<file path="config.mk">
export PLATFORM = sky130hd
export DESIGN_NAME = rn_req_initiator
export DESIGN_NICKNAME = d
export VERILOG_FILES = /design/src/rtl/node_package.sv /design/src/rtl/rn_req_initiator_pkg.sv /design/src/rtl/rn_req_initiator.sv
export SDC_FILE = /design/constraint.sdc
export NUM_CORES = 1
export LEC_CHECK = 0
export ABC_AREA = 1
export CAP_MARGIN = 25
export CORE_ASPECT_RATIO = 0.9
export CORE_UTILIZATION = 41
export CTS_BUF_LIST = sky130_fd_sc_hd__clkbuf_8 sky130_fd_sc_hd__clkbuf_16
export DETAILED_ROUTE_END_ITERATION = 10
export PLACE_DENSITY = 0.8
export SKIP_CTS_REPAIR_TIMING = 1
export SYNTH_ARGS = -nofsm -noshare
export SYNTH_HDL_FRONTEND = slang
export SYNTH_SLANG_ARGS = --single-unit
</file>
<file path="constraint.sdc">
create_clock -name clk -period 3.4 [get_ports clk]
set_input_delay 0.68 -clock clk [delete_from_list [all_inputs] [get_ports clk]]
set_output_delay 0.68 -clock clk [all_outputs]
set_load 0.1 [all_outputs]
</file>
<file path="src/rtl/node_package.sv">
// Shared RN/SN channel types: opcodes, request and data payloads.
package node_package;

   localparam int WORD_WIDTH = 32;
   localparam int ADDR_WIDTH = 16;

   typedef enum logic [1:0] {
      op_read      = 2'd0,
      op_write     = 2'd1,
      op_data_recv = 2'd2
   } opcode_t;

   typedef struct packed {
      opcode_t                 opcode;
      logic [ADDR_WIDTH-1:0]   addr;
   } ReqType;

   typedef struct packed {
      opcode_t                 opcode;
      logic [ADDR_WIDTH-1:0]   addr;
      logic [WORD_WIDTH-1:0]   data;
   } DataType;

endpackage

</file>
<file path="src/rtl/rn_req_initiator_pkg.sv">
// State encoding and response-check helper for the RN request initiator.
package rn_req_initiator_pkg;

   import node_package::*;

   typedef enum logic [2:0] {
      StIdle     = 3'd0,
      StPreReq   = 3'd1,
      StSendReq  = 3'd2,
      StWaitData = 3'd3,
      StGotPre   = 3'd4,
      StResp     = 3'd5
   } Type_rn_state;

   // A response is bad when it answers a different address or is not a data return.
   function automatic logic is_bad_response(input DataType rx, input ReqType req);
      return (rx.addr != req.addr) || (rx.opcode != op_data_recv);
   endfunction

endpackage

</file>
<file path="src/rtl/rn_req_initiator.sv">
// RN request initiator: one outstanding command, pre/valid request issue, SN data return.
// Optional response timeout is built when RN_TIMEOUT_EN is defined.
module rn_req_initiator
   import node_package::*;
   import rn_req_initiator_pkg::*;
#(
   parameter int TIMEOUT_CYCLES = 64,
   parameter int CNT_WIDTH      = $clog2(TIMEOUT_CYCLES + 1)
) (
   input  logic    clk,
   input  logic    reset,
   input  logic    cmd_valid,
   output logic    cmd_ready,
   input  ReqType  cmd_req,
   output logic    pre_tx_req,
   output ReqType  tx_req,
   output logic    v_tx_req,
   input  logic    pre_rx_data,
   input  DataType rx_data,
   input  logic    v_rx_data,
   output logic    rsp_valid,
   input  logic    rsp_ready,
   output DataType rsp_data,
   output logic    rsp_error
);

   Type_rn_state r_state;
   Type_rn_state w_state_next;

   logic    r_cmd_ready;
   logic    r_pre_tx_req;
   logic    r_v_tx_req;
   logic    r_rsp_valid;
   logic    r_rsp_error;
   ReqType  r_tx_req;
   DataType r_rsp_data;

   ReqType  w_tx_req_next;
   DataType w_rsp_data_next;
   logic    w_rsp_error_next;
   logic    w_expire;

`ifdef RN_TIMEOUT_EN
   localparam logic [CNT_WIDTH-1:0] LP_CNT_LAST = CNT_WIDTH'(TIMEOUT_CYCLES - 1);

   logic [CNT_WIDTH-1:0] r_cnt;
   logic                 w_waiting;

   assign w_waiting = (r_state == StWaitData) || (r_state == StGotPre);
   // Expiry is flagged on the cycle the counter is about to reach TIMEOUT_CYCLES.
   assign w_expire  = w_waiting && (r_cnt == LP_CNT_LAST);

   always_ff @(posedge clk or posedge reset) begin
      if (reset) begin
         r_cnt <= '0;
      end else if (r_state == StSendReq) begin
         r_cnt <= '0;
      end else if (w_waiting) begin
         r_cnt <= r_cnt + 1'b1;
      end
   end
`else
   assign w_expire = 1'b0;
`endif

   // NOTE: every signal driven here gets a default first so no path infers a latch.
   always_comb begin
      w_state_next     = r_state;
      w_tx_req_next    = r_tx_req;
      w_rsp_data_next  = r_rsp_data;
      w_rsp_error_next = r_rsp_error;

      unique case (r_state)
         StIdle: begin
            if (cmd_valid && r_cmd_ready) begin
               w_tx_req_next = cmd_req;
               w_state_next  = StPreReq;
            end
         end
         StPreReq: begin
            w_state_next = StSendReq;
         end
         StSendReq: begin
            // The SN may pre-announce combinationally off our valid pulse.
            w_state_next = pre_rx_data ? StGotPre : StWaitData;
         end
         StWaitData: begin
            if (w_expire) begin
               w_rsp_data_next  = '{opcode: op_data_recv, addr: r_tx_req.addr, data: '0};
               w_rsp_error_next = 1'b1;
               w_state_next     = StResp;
            end else if (pre_rx_data) begin
               w_state_next = StGotPre;
            end
         end
         StGotPre: begin
            // A real response in the expiry cycle takes precedence over the timeout.
            if (v_rx_data) begin
               w_rsp_data_next  = rx_data;
               w_rsp_error_next = is_bad_response(rx_data, r_tx_req);
               w_state_next     = StResp;
            end else if (w_expire) begin
               w_rsp_data_next  = '{opcode: op_data_recv, addr: r_tx_req.addr, data: '0};
               w_rsp_error_next = 1'b1;
               w_state_next     = StResp;
            end
         end
         StResp: begin
            if (rsp_ready) begin
               w_state_next = StIdle;
            end
         end
         default: begin
            w_state_next = StIdle;
         end
      endcase
   end

   // NOTE: state and registered outputs use non-blocking assignments so all flops update together.
   always_ff @(posedge clk or posedge reset) begin
      if (reset) begin
         r_state      <= StIdle;
         r_cmd_ready  <= 1'b1;
         r_pre_tx_req <= 1'b0;
         r_v_tx_req   <= 1'b0;
         r_rsp_valid  <= 1'b0;
         r_rsp_error  <= 1'b0;
         r_tx_req     <= '0;
         r_rsp_data   <= '0;
      end else begin
         r_state      <= w_state_next;
         r_cmd_ready  <= (w_state_next == StIdle);
         r_pre_tx_req <= (w_state_next == StPreReq);
         r_v_tx_req   <= (w_state_next == StSendReq);
         r_rsp_valid  <= (w_state_next == StResp);
         r_rsp_error  <= w_rsp_error_next;
         r_tx_req     <= w_tx_req_next;
         r_rsp_data   <= w_rsp_data_next;
      end
   end

   assign cmd_ready  = r_cmd_ready;
   assign pre_tx_req = r_pre_tx_req;
   assign v_tx_req   = r_v_tx_req;
   assign rsp_valid  = r_rsp_valid;
   assign rsp_error  = r_rsp_error;
   assign tx_req     = r_tx_req;
   assign rsp_data   = r_rsp_data;

endmodule

</file>
# Yosys cells after proc, flatten, opt, wreduce, memory -nomap -nowiden
# Index checks and enable logic that the tools add are counted.
[classes]
add_sub_neg = 0
n_mul = 0
n_div = 0
n_lt_le_gt_ge = 0
eq_ne = 10
shifts = 0
n_mux = 6
bitwise_logic = 0
reduce_logical = 6
[op_table]
columns = ["op", "count"]
rows = [
  ["$pmux 3 s6", 1],
  ["$ne 16x16->1", 1],
  ["$mux 3", 5],
  ["$eq 3x2->1 const B", 3],
  ["$eq 3x3->1 const B", 3],
  ["$eq 3x1->1 const B", 2],
  ["$logic_not 3->1", 2],
  ["$reduce_and 2->1", 2],
  ["$ne 2x2->1 const B", 1],
  ["$logic_and 1x1->1", 1],
  ["$logic_or 1x1->1", 1],
]
[totals]
reg_bits = 76
latchBits = 0
ramBits = 0
mem_bits_ro = 0
input_bits = 74
output_inout_bits = 73
word_cells = 33
memories = 0

# Depth between registers and ports, before layout
# Gate-level depths: netlist of run 1.
[logic_depth]
depth_word = 4
ltp_mapped = 9
depth_no_buf = 9

# Worst setup path before layout of run 1
# Ideal clock, no wire load.
[synth_path]
path_type = "reg2reg"
from = "register r_tx_req (netlist bit tx_req[5])"
to = "register r_rsp_error, in the netlist rsp_error"
setup_ns = 0.115
arrival_ns = 1.509
t_required_ns = 3.285
path_slack_ns = 1.776
stages_incl_launch_ff = 10
n_path_buf = 0
cell_sequence = "dfrtp_1 inv_1 nand2_1 nand2_1 inv_1 nand2_1 nor2_1 nand3_1 nor2_1 nor2_1"
[synth_between]
elab_chain_len = 2
[synth_lines]
columns = ["item", "line", "rtl"]
rows = [
  ["start, declared", "rn_req_initiator.sv:35", "ReqType r_tx_req;"],
  ["start signal, assigned", "rn_req_initiator.sv:137", "r_tx_req <= w_tx_req_next;"],
  ["$ne 16x16->1", "rn_req_initiator_pkg.sv:17", "return (rx.addr != req.addr) || (rx.opcode != op_data_recv);"],
  ["$logic_or 1x1->1", "rn_req_initiator_pkg.sv:17", ""],
  ["end signal, assigned", "rn_req_initiator.sv:136", "r_rsp_error <= w_rsp_error_next;"],
  ["end, declared", "rn_req_initiator.sv:34", "logic r_rsp_error;"],
]
# No other way between the ends.
# A chain may end at the register's enable or synchronous reset.

# Worst setup path after layout of run 1
[layout_path]
from = "register r_rsp_data (netlist bit rsp_data[9])"
to = "output port rsp_data[9] (netlist bit)"
[layout_lines]
columns = ["item", "line", "rtl"]
rows = [
  ["start, declared", "rn_req_initiator.sv:36", "DataType r_rsp_data;"],
  ["start signal, assigned", "rn_req_initiator.sv:138", "r_rsp_data <= w_rsp_data_next;"],
  ["end, declared", "rn_req_initiator.sv:23", "output DataType rsp_data,"],
]
# No word-level cell between the ends.

==> results of run 1 <==
-- cells in the final DEF, fill, tap and decap left out --
| cell type | instances |
|---|---|
| o22ai_1 | 1 |
| clkbuf_8 | 10 |
| dfrtp_1 | 75 |
| inv_1 | 38 |
| dfstp_2 | 1 |
| xor2_1 | 1 |
| o311ai_0 | 1 |
| buf_4 | 30 |
| or2_2 | 1 |
| clkdlybuf4s50_1 | 119 |
| nor3_2 | 1 |
| clkinvlp_4 | 1 |
| nand3_1 | 5 |
| nor2_1 | 13 |
| inv_2 | 1 |
| clkinv_2 | 5 |
| nand2_1 | 196 |
| o21ai_1 | 8 |
| nor2_4 | 2 |
| nand3_2 | 1 |
| o21ai_0 | 23 |
-- registers in the layout (all words and copies together), names as in the netlist --
signal      cells
rsp_data       50
tx_req         18
cmd_ready       1
v_tx_req        1
r_state         3
rsp_valid       1
rsp_error       1
pre_tx_req      1
-- tightest hold or removal path, cell delays in order (launching register included) --
cell and delay [ns]:
dfrtp_1 0.35, nand2_1 0.05, nand2_1 0.05
-- area by class of cell --
class	instances	area (um^2)	share of cell area (%)
Clock buffer	10	138	2.87
Clock inverter	6	31.3	0.653
Inverter	39	148	3.08
Multi-Input combinational cell	253	1040	21.6
Sequential cell	76	1900	39.7
Tap cell	96	120	2.51
Timing Repair Buffer	149	1420	29.5
-- layer usage --
layer / global-route usage (%) / share of wire, %
met3: 6.03 / 6.9
met1: 26.0 / 44
met4: 8.26 / 0.84
met5: 0 / 0
met2: 33.9 / 49
-- how the worst min path moves through the flow --
| stage | from | end | slack [ns] |
|---|---|---|---|
| floorplan | r_state[2] | v_tx_req | 0.49 |
| global placement | rsp_data[21] | rsp_data[21] | 0.46 |
| detailed placement | rsp_data[29] | rsp_data[29] | 0.47 |
| CTS | rsp_data[29] | rsp_data[29] | 0.49 |
| global route | rsp_data[17] | rsp_data[17] | 0.51 |
| finish | rsp_data[17] | rsp_data[17] | 0.49 |
-- cells by family after synthesis --
family | synth area share (%)
AND/OR/NAND/NOR | 26.8
buffers and inverters | 8.27
flip-flops | 59.4
XOR/XNOR | 0.273
AO/OA/AOI/OAI | 5.31
-- per-stage QoR --
step           hold WS [ns]  utilization, %  setup slack, ns  cell area [um^2]  std cells
2_1_floorplan         0.488               -            0.783              3210        382
3_3_place_gp          0.461            61.3             1.19              4620        613
3_5_place_dp          0.467            61.3             1.16              4620        613
4_1_cts               0.488            63.5            0.809              4790        629
5_1_grt               0.511            63.5            0.803              4790        629
6_report              0.487            63.5            0.843              4790        629
==> summary.md, run 1 <==
| Metric | Value |
|---|---|
| Status | `completed` |
| Clk root buf | `clkbuf_8` |
| Arrival @ worst endpoint | `between 1.5 and 2 ns` |
| DP HPWL | `5.99 mm` |
| EDFF count, synth | `0` |
| Slowest Stage Delay on Critical Path | `approximately 1.2 ns` |
| Detailed router's first-iteration violation count | `roughly 100` |
| Initial antenna violation count | `0` |
| Worst setup path start | `rsp_data[9]` |
| Filler cell count | `659` |
| R2r worst-path depth | `6` |
| Kind of critical path | `flop to output pin` |
| Max_slew headroom | `32.3%` |
| # port buffers | `between 100 and 150` |
| Final Max Slew Viols | `0` |
| Share of cells above drive strength 1 | `~9.9%` |
| Fmax | `391 MHz` |
| # setup viols final | `0` |
| Setup TNS | `0 ns` |
| Max stage delay cell, worst path | `clkdlybuf4s50_1` |
| Vias | `between 2,000 and 3,000` |
| CP Buf/Inv Count | `1` |
| Pre-antenna DRT Iters | `4` |
| Post-synth top area cell | `dfrtp_1` |
| CP Launch Type | `flop` |
| CP Max Fanout | `2` |
| DRT antenna net count | `0` |
| Drt drc | `0` |
| Final Hold Viols | `0` |
| Post-synthesis sequential area ratio | `59.4%` |
| Reg2Reg Setup Slack | `1.75 ns` |
| Die area | `8180 um^2` |
| Most common cell in the netlist | `nand2_1` |
| CP cell instances | `clkdlybuf4s50_1` |
| Top Family by Delay on Critical Path | `buffers and inverters` |
| Clock sinks | `76` |
| Vias in the first global route | `2,797` |
| Hold Crit Depth | `2` |
| Async SR Flop Fraction | `100%` |
| CTS tree | `done` |
| FF-to-FF End | `tx_req[14]` |
| WL/cell | `12.8 um` |
| Bufs on Longest Clock Path | `2` |
| Post-synth top flop | `dfrtp_1` |
| Worst slew pin tran | `around 1.0 ns` |
| Antenna Cells | `0` |
| Rows | `30` |
| Cell Area, Synth | `approximately 3200 um^2` |
| Fin crit share | `75.2%` |
| Area growth, synth to finish | `49.5%` |
| Core Box Area | `7540 um^2` |
| Gr ovfl total | `0` |
| Synth top area share | `58.5%` |
| Total track usage | `about a fifth` |
| Die H | `85.9 um` |
| H-Tree Depth | `3` |
| Clock Skew | `between 0.006 and 0.007 ns` |
| Worst Hold Class | `flop to flop` |
| Aggregate routed wire length | `a little over 8 mm` |
| Max-Cap Viols | `0` |
| R2r startpoint | `r_state[1]` |
| Clock-pin slew on the worst setup and hold paths | `0.08 ns` |
| CP Capture Type | `output pin` |
| Crit path time final | `around 2.6 ns` |
| Largest net degree at the start of global routing | `66` |
| DR vias/cell | `4.61` |
| Netlist cell types | `19` |
| Ranking of synthesized cells by area | `dfrtp_1 59%, nand2_1 23%, inv_1 4.4%, o21ai_0 3.6%, buf_6 2.8%` |
| First-pass GRT wire length | `12.8 mm` |
| Die width | `95.2 um` |
| Post-Syn Nets | `456` |
| Total CTS buffers | `9` |
| RSZ-0062 raised after global routing | `false` |
| Synthesized instance count | `382` |
| Yosys warnings | `0` |
| Worst EP required | `2.72 ns` |
| Critical Path Sink | `rsp_data[9]` |
| Clock Latency Late Sink | `approximately 0.33 ns` |
| Final net count | `602` |
| Post-synth top cells | `196 x nand2_1, 75 x dfrtp_1, 38 x inv_1` |
| Initial Util | `about 42%` |
| #FFs+latches synth | `76` |
| Critical path depth | `1` |
| Synthesized area per cell | `8.39 um^2` |
| GP Congestion | `0.794` |
| I/O pins | `147` |
Power of run 1 is left out: the tool's default activity adds up to more than one toggle a clock period on the data nets, which glitch-free logic cannot reach.
==> run 2, diff against run 1 <==
- clock period: 3.4 -> 2.6 ns (I/O delays scaled with it)
==> run 2 against run 1 <==
Effect of this change: flip-flop and latch count did not move; final area increased by 0.13%; via count down 0.86%; first-iteration DRC count decreased by 17%; sequential share of layout area fell by 0.052 points.
==> summary.md, run 2 (synthesized netlist as in run 1, its figures left out) <==
| Metric | Value |
|---|---|
| Status | `completed` |
| R2r worst-path depth | `7 (+1)` |
| R2r startpoint | `r_state[1]` |
| Placed cell count | `618 (+0.82%)` |
| WL/cell | `12.6 um (-1.4%)` |
| CP Capture Type | `output pin` |
| # setup viols final | `0 (unchanged)` |
| Setup TNS | `0 ns (unchanged)` |
| Worst Hold Class | `flop to flop` |
| Max stage delay cell, worst path | `dfstp_2` |
| Final net count | `607 (+0.83%)` |
| First-pass GRT wire length | `12.8 mm (-0.54%)` |
| Clock Latency Late Sink | `0.35 ns (+0.02 ns)` |
| Core Box Area | `7540 um^2 (unchanged)` |
| Initial Util | `42.5% (unchanged)` |
| Fmax | `591 MHz` |
| Fin crit share | `65.1%` |
| CP cell instances | `buf_4` |
| Hold Crit Depth | `2 (unchanged)` |
| Vias | `2,874 (-0.86%)` |
| Clock-pin slew on the worst setup and hold paths | `0.08 ns (about the same)` |
| Pre-antenna DRT Iters | `4 (unchanged)` |
| Die area | `8180 um^2 (unchanged)` |
| CP Max Fanout | `2 (unchanged)` |
| CP Launch Type | `flop` |
| FF-to-FF End | `rsp_error` |
| Clk root buf | `clkbuf_8` |
| Kind of critical path | `flop to output pin` |
| Die H | `85.9 um (unchanged)` |
| Top Family by Delay on Critical Path | `flip-flops` |
| Worst slew pin tran | `0.618 ns (-0.394 ns)` |
| H-Tree Depth | `3 (unchanged)` |
| Rows | `30 (unchanged)` |
| Area growth, synth to finish | `49.7%` |
| Max reg flops | `50 (unchanged)` |
| Aggregate routed wire length | `8.01 mm (-0.61%)` |
| DP HPWL | `6.00 mm (+0.17%)` |
| Share of cells above drive strength 1 | `19.3% (+9.4 points)` |
| Worst Min Path Start | `rsp_data[22]` |
| Drt drc | `0 (unchanged)` |
| Vias in the first global route | `2,729 (-2.4%)` |
| Slowest Stage Delay on Critical Path | `0.54 ns (-0.62 ns)` |
| Total track usage | `20.6% (-0.25 points)` |
| Commonest non-fill, non-tap cells in the layout | `196 x nand2_1, 80 x buf_4, 75 x dfrtp_1, 73 x clkdlybuf4s50_1, 38 x inv_1` |
| Clock sinks | `76 (unchanged)` |
| Gr ovfl total | `0 (unchanged)` |
| Bufs on Longest Clock Path | `2 (unchanged)` |
| Clock Skew | `0.0110 ns (+0.00407 ns)` |
| Total CTS buffers | `9 (unchanged)` |
| # port buffers | `146 (unchanged)` |
| RSZ-0062 raised after global routing | `false` |
| Final Hold Viols | `0 (unchanged)` |
| Commonest non-fill, non-tap cell in the layout | `nand2_1` |
| Reg2Reg Setup Slack | `1.12 ns (-0.63 ns)` |
| Arrival @ worst endpoint | `1.17 ns (-0.71 ns)` |
| Max-Cap Viols | `0 (unchanged)` |
| Final Max Slew Viols | `0 (unchanged)` |
| CP Buf/Inv Count | `1 (unchanged)` |
| Largest net degree at the start of global routing | `46 (-30%)` |
| CTS tree | `done` |
| Die width | `95.2 um (unchanged)` |
| Finished Layout Cells | `634 (+0.79%)` |
| DRT antenna net count | `0 (unchanged)` |
| Antenna Cells | `0 (unchanged)` |
| Max_slew headroom | `58.8% (+26 points)` |
| Detailed router's first-iteration violation count | `86 (-17%)` |
| Worst EP required | `2.08 ns (-0.64 ns)` |
| Core Util, Final | `63.6% (+0.083 points)` |
| Initial antenna violation count | `0 (unchanged)` |
| Endpoint, Worst Hold | `rsp_data[22]` |
| Crit path time final | `1.69 ns` |
| GP Congestion | `0.785 (-1.2%)` |
| DR vias/cell | `4.53 (-1.6%)` |
| I/O pins | `147 (unchanged)` |
## run 2: changes by cell type in the layout (fill, tap and decap cells not counted), sizes merged
cell / change
clkinvlp: +2
clkdlybuf4s50: -46
bufinv: +3
buf: +51
clkbuf: -1
clkinv: -4
## run 2: layout make-up
| class | instances | area (um^2) |
|---|---|---|
| flip-flops and latches | 76 | 1900 |
| inverters | 39 | 148 |
| repair buffers | 154 | 1350 |
| well taps | 96 | 120 |
| fillers | 629 | 2750 |
| multi-input cells | 253 | 1040 |
| clock buffers | 9 | 124 |
| clock inverters | 7 | 116 |
## run 2: worst max-delay path by stage
| stage | endpoint | start | depth (start not counted) | slack (ns) |
|---|---|---|---|---|
| after floorplan | pre_tx_req | reset | 1 | 0.14 |
| after global placement | rsp_error | v_rx_data | 7 | 0.70 |
| after detailed placement | rsp_error | v_rx_data | 7 | 0.68 |
| after CTS | cmd_ready | cmd_ready | 1 | 0.89 |
| after global routing | cmd_ready | cmd_ready | 1 | 0.87 |
| final | cmd_ready | cmd_ready | 1 | 0.91 |
## run 2: metrics by stage
step           hold slack [ns]  cell area (um^2)  setup WS [ns]
2_1_floorplan            0.488              3210          0.143
3_3_place_gp             0.463              4560          0.703
3_5_place_dp             0.467              4560          0.683
4_1_cts                  0.487              4800          0.887
5_1_grt                  0.512              4800          0.874
6_report                 0.484              4800          0.908
## run 2: routing by layer
| layer | GRT usage (%) | vias up | share of wire, % |
|---|---|---|---|
| met5 | 0 | - | 0 |
| met4 | 7.71 | 0 | 1.5 |
| met3 | 5.94 | 13 | 6.9 |
| met2 | 32.9 | 96 | 48 |
| met1 | 26.3 | 1311 | 43 |
| li1 | - | 1454 | - |
Power of run 2 is left out for the same reason.
